--- src/rtl/reg_bank_sb.sv ---
// Register bank with per-register pending-write scoreboard and same-cycle WB-to-ID bypass.
// Produces the ID stall request and a sticky error for retirements with no pending write.
module reg_bank_sb #(
  parameter int DATA_W   = 32,
  parameter int MAX_PEND = 3
) (
  input  logic              clock,
  input  logic              reset_n,
  input  logic [4:0]        rs1,
  input  logic [4:0]        rs2,
  output logic [DATA_W-1:0] dado_lido1,
  output logic [DATA_W-1:0] dado_lido2,
  input  logic              issue_valid,
  input  logic              issue_regWrite,
  input  logic [4:0]        issue_rd,
  input  logic              wb_regWrite,
  input  logic [4:0]        wb_rd,
  input  logic [DATA_W-1:0] wb_dado,
  output logic              stall,
  output logic              sb_err
);

  localparam logic [1:0] PEND_MAX = 2'(MAX_PEND);

  logic [DATA_W-1:0] regs_q [32];
  logic [1:0]        pend_q [32];
  logic [1:0]        pend_d [32];
  logic [1:0]        eff    [32];
  logic              sb_err_q, sb_err_d;
  logic              retire, accept;
  logic              busy1, busy2, rd_full;
  logic              inc, dec;

  assign retire = wb_regWrite && (wb_rd != 5'd0);

  // A retiring write is bypassed this cycle, so it no longer counts as pending.
  always_comb begin
    for (int r = 0; r < 32; r++) begin
      eff[r] = pend_q[r];
      if (retire && (wb_rd == 5'(r)) && (pend_q[r] != 2'd0))
        eff[r] = pend_q[r] - 2'd1;
    end
  end

  assign busy1   = (rs1 != 5'd0) && (eff[rs1] != 2'd0);
  assign busy2   = (rs2 != 5'd0) && (eff[rs2] != 2'd0);
  assign rd_full = issue_regWrite && (issue_rd != 5'd0) && (eff[issue_rd] == PEND_MAX);
  assign stall   = issue_valid && (busy1 || busy2 || rd_full);
  assign accept  = issue_valid && issue_regWrite && !stall && (issue_rd != 5'd0);

  always_comb begin
    inc = 1'b0;
    dec = 1'b0;
    for (int r = 0; r < 32; r++) begin
      inc       = accept && (issue_rd == 5'(r));
      dec       = retire && (wb_rd == 5'(r)) && (pend_q[r] != 2'd0);
      pend_d[r] = pend_q[r];
      if (inc && !dec)
        pend_d[r] = pend_q[r] + 2'd1;
      else if (dec && !inc)
        pend_d[r] = pend_q[r] - 2'd1;
    end
  end

  assign sb_err_d = sb_err_q || (retire && (pend_q[wb_rd] == 2'd0));

  always_ff @(posedge clock or negedge reset_n) begin
    if (!reset_n) begin
      for (int r = 0; r < 32; r++) begin
        regs_q[r] <= '0;
        pend_q[r] <= '0;
      end
      sb_err_q <= 1'b0;
    end else begin
      for (int r = 0; r < 32; r++)
        pend_q[r] <= pend_d[r];
      sb_err_q <= sb_err_d;
      if (retire)
        regs_q[wb_rd] <= wb_dado;
    end
  end

  // Reads are forced to zero while reset is held so bypass cannot leak through.
  always_comb begin
    if (!reset_n || (rs1 == 5'd0))
      dado_lido1 = '0;
    else if (wb_regWrite && (wb_rd == rs1))
      dado_lido1 = wb_dado;
    else
      dado_lido1 = regs_q[rs1];

    if (!reset_n || (rs2 == 5'd0))
      dado_lido2 = '0;
    else if (wb_regWrite && (wb_rd == rs2))
      dado_lido2 = wb_dado;
    else
      dado_lido2 = regs_q[rs2];
  end

  assign sb_err = sb_err_q;

endmodule

--- config.mk ---
export PLATFORM = sky130hd
export DESIGN_NAME = reg_bank_sb
export DESIGN_NICKNAME = d
export VERILOG_FILES = /design/src/rtl/reg_bank_sb.sv
export SDC_FILE = /design/constraint.sdc
export NUM_CORES = 2
export LEC_CHECK = 0
export ABC_CLOCK_PERIOD_IN_PS = 9200
export CAP_MARGIN = 20
export CORE_MARGIN = 2
export CORE_UTILIZATION = 40
export DETAILED_ROUTE_END_ITERATION = 7
export HOLD_SLACK_MARGIN = 0.06
export PLACE_DENSITY = 0.63
export SYNTH_ARGS = -nofsm -noshare
export SYNTH_HDL_FRONTEND = slang
export SYNTH_SLANG_ARGS = --single-unit
--- constraint.sdc ---
create_clock -name clock -period 9.2 [get_ports clock]
set_clock_uncertainty 0.2 [all_clocks]
set_input_delay 1.84 -clock clock [delete_from_list [all_inputs] [get_ports clock]]
set_output_delay 1.84 -clock clock [all_outputs]
set_load 0.01 [all_outputs]
==> impl_metrics.ini <==
[outcome]
status = complete, but fails checks
violations = DRC

[detailed_routing]
drc = 2
final_antenna_net_count = 0
drtPass1Iterations = 8
drt_iter0_markers = 4260
vias = 40900
wl_um = 192000
wl_per_cell_um = 30.0
vias_per_cell = 6.40

[clock_tree]
clkTransAtPathRegs_ps = 60
numCtsBuffers = 119
postCtsResizedCells = 0
post_cts_buffers = 0
clock_latency_ps = 730
cts_root_buf = clkbuf_16
htreeDepth = 3
hold_buffers = 0
cts.sinks = 1089
clk_path_buf_depth = 3
tritoncts = built

[worst_setup_path]
critPathArrivalTime_ps = 6720
rr_startpoint = pend_q[30]
cp-startpoint = wb_rd[3]
worst_setup_path_start_kind = primary input
critical_path_class = in -> out
cp.required_ps = 7160
crit_fanout = 18
end_kind = output port

[synth]
syn-cell-area_um2 = 61600
synth_ff_type = dfrtp_1
synth_most_common_cell = dfrtp_1
yosys.area.top_type_share = 0.442
syn-num-nets = 4426
synth.area.top_cells = dfrtp_1, mux4_2, mux2_2
ys_seq_elements = 1089
synth_largest_area_cell = dfrtp_1
avgSynthCellArea_um2 = 14.2
yosys-top-cells-count = dfrtp_1, mux2_2, mux4_2
synth_edf_count = 0
syn-instance-count = 4338
async_flop_share = 1.00
synth_cell_types = 82
ys_seq_area_frac = 0.442
ys_warn_count = 0

[die]
initial_core_util = 0.401
die_w_um = 396
die_h_um = 396
die-area_um2 = 157000
fp-row-count = 144
core_area_um2 = 154000
io_pins = 123

[timing]
hold_viol = 0
timing.slew.headroom = 0.234
final.period_utilization = 0.952
slew_violations = 0
setup_violations = 0
fmax_mhz = 114
rsz0062_at_grt = no
setup_tns_ps = 0
worst_pin_slew_ps = 1150
fin_crit_ps = 8760

[place]
dpl.cell_count = 6158
globalplace.congestion = 0.915
hpwl_um = 106000
port_buffers = 122

[global_routing]
grt_pass1_wl_um = 284000
grt_use_met3 = 0.0499
grt.met2_usage = 0.383
antenna_found_initial = 5
grt_overflow_total = 0
top_usage_layer = met2
met1_usage = 0.341
grt_pass1_vias = 41500
grtUsageTotal = 0.244
grt_max_degree = 146

[final_layout]
fillCellCount = 13600
area_delta_synth_final_pct = 12.7
drive_above_1_share = 0.461
nets = 4337
final_cells = 6397
final_core_util = 0.452

[worst_hold_path]
hold_class = reg -> reg
hold_start = regs_q[992]

[power]
p_sw_mw = 4.45
swShare = 0.292
p_leak_nw = 28.8
pwr-share-comb = 0.249
p_seq_frac = 0.429
internal_power_mw = 10.8
ir_drop_mv = 0.178
pwr_density_cell_nw_per_um2 = 219
clkPwrFrac = 0.322

[job]
cap_violations = 0
registers in the layout, summed over array words and instances, names as in the netlist:
register	cells
sb_err	1
regs_q	1024
pend_q	64
critical path: stages:
cell,delay [ps]
clkdlybuf4s50_1,930
buf_4,310
nand4b_2,610
nor3_1,490
xnor2_1,210
mux4_2,490
o22a_1,220
o2111ai_1,460
a21oi_2,110
a21boi_0,410
clkdlybuf4s50_1,640
path summary, 6_finish.rpt:
kind | endpoint | slack [ps] | cells past startpoint
max | stall | 440 | 11
min | regs_q[992] | 190 | 0
max reg2reg | pend_q[23] | 4070 | 13
min reg2reg | regs_q[992] | 190 | 0
max in group asynchronous | regs_q[831] | 4110 | 5
min in group asynchronous | regs_q[508] | 870 | 1
cells by family after synthesis:
kind of cell	synth area share
buffers and inverters	0.0335
DFF	0.442
AOI/OAI and AO/OA	0.0436
muxes	0.417
and+or+nand+nor	0.0465
adders and majority gates	0.00630
xor gates and xnor gates	0.0104
power groups by stage:
stage          registers, mW  logic, mW  clock network (mW)
2_1_floorplan           6.33       2.86                   0
3_3_place_gp            6.52       3.68                   0
3_5_place_dp            6.58       3.75                   0
4_1_cts                 6.50       3.76                4.99
5_1_grt                 6.66       4.07                5.19
6_report                6.53       3.79                4.91
cell usage in the layout, fill, tap and decap left out, types with 14 or more instances in the layout:
| cell | netlist | layout |
|---|---|---|
| dfrtp_1 | 1089 | 1089 |
| mux2_2 | 995 | 995 |
| mux4_2 | 607 | 607 |
| nor2_1 | 147 | 127 |
| clkbuf_16 | 0 | 124 |
| nand2_1 | 128 | 117 |
| a211oi_1 | 114 | 114 |
| clkdlybuf4s50_1 | 0 | 110 |
| buf_4 | 3 | 104 |
| mux2i_1 | 84 | 84 |
| inv_1 | 75 | 75 |
| xnor2_1 | 59 | 59 |
| nor3_1 | 52 | 52 |
| a21oi_1 | 47 | 47 |
| a311oi_1 | 46 | 46 |
| clkbuf_8 | 0 | 40 |
| nor2b_1 | 39 | 39 |
| nand3_1 | 40 | 37 |
| or3_1 | 35 | 35 |
| ha_1 | 31 | 31 |
| clkbuf_1 | 351 | 27 |
| a31oi_1 | 24 | 24 |
| clkinv_2 | 0 | 23 |
| nor4_1 | 21 | 21 |
| nand4_1 | 20 | 20 |
| nor2_4 | 0 | 19 |
| o211a_1 | 15 | 15 |
| xor2_1 | 14 | 14 |
| buf_12 | 0 | 14 |
cell type report:
class	instances	area [um^2]	share of cell area
inverter	78	293	0.00422
sequential	1089	27300	0.393
multi-input combinational	2707	32600	0.470
clock buffer	187	3670	0.0528
timing repair buffer	254	2670	0.0384
antenna	3	7.51	0.000108
tap	2044	2560	0.0368
clock inverter	35	368	0.00530
layer usage:
layer	vias up	wire, um
met5	-	29
met4	4	6460
met3	399	16200
met2	1853	89600
met1	22100	79700
li1	16600	-
metrics by stage:
stage	setup WS [ps]	instance area [um^2]	power [mW]	hold slack, ps
floorplan	2270	61600	9.19	241
global placement	624	65000	10.2	176
detailed placement	607	65000	10.3	182
CTS	583	69100	15.3	197
global route	348	69400	15.9	206
finish	444	69400	15.2	195
Note: power is estimated with default switching activity, not from simulation.
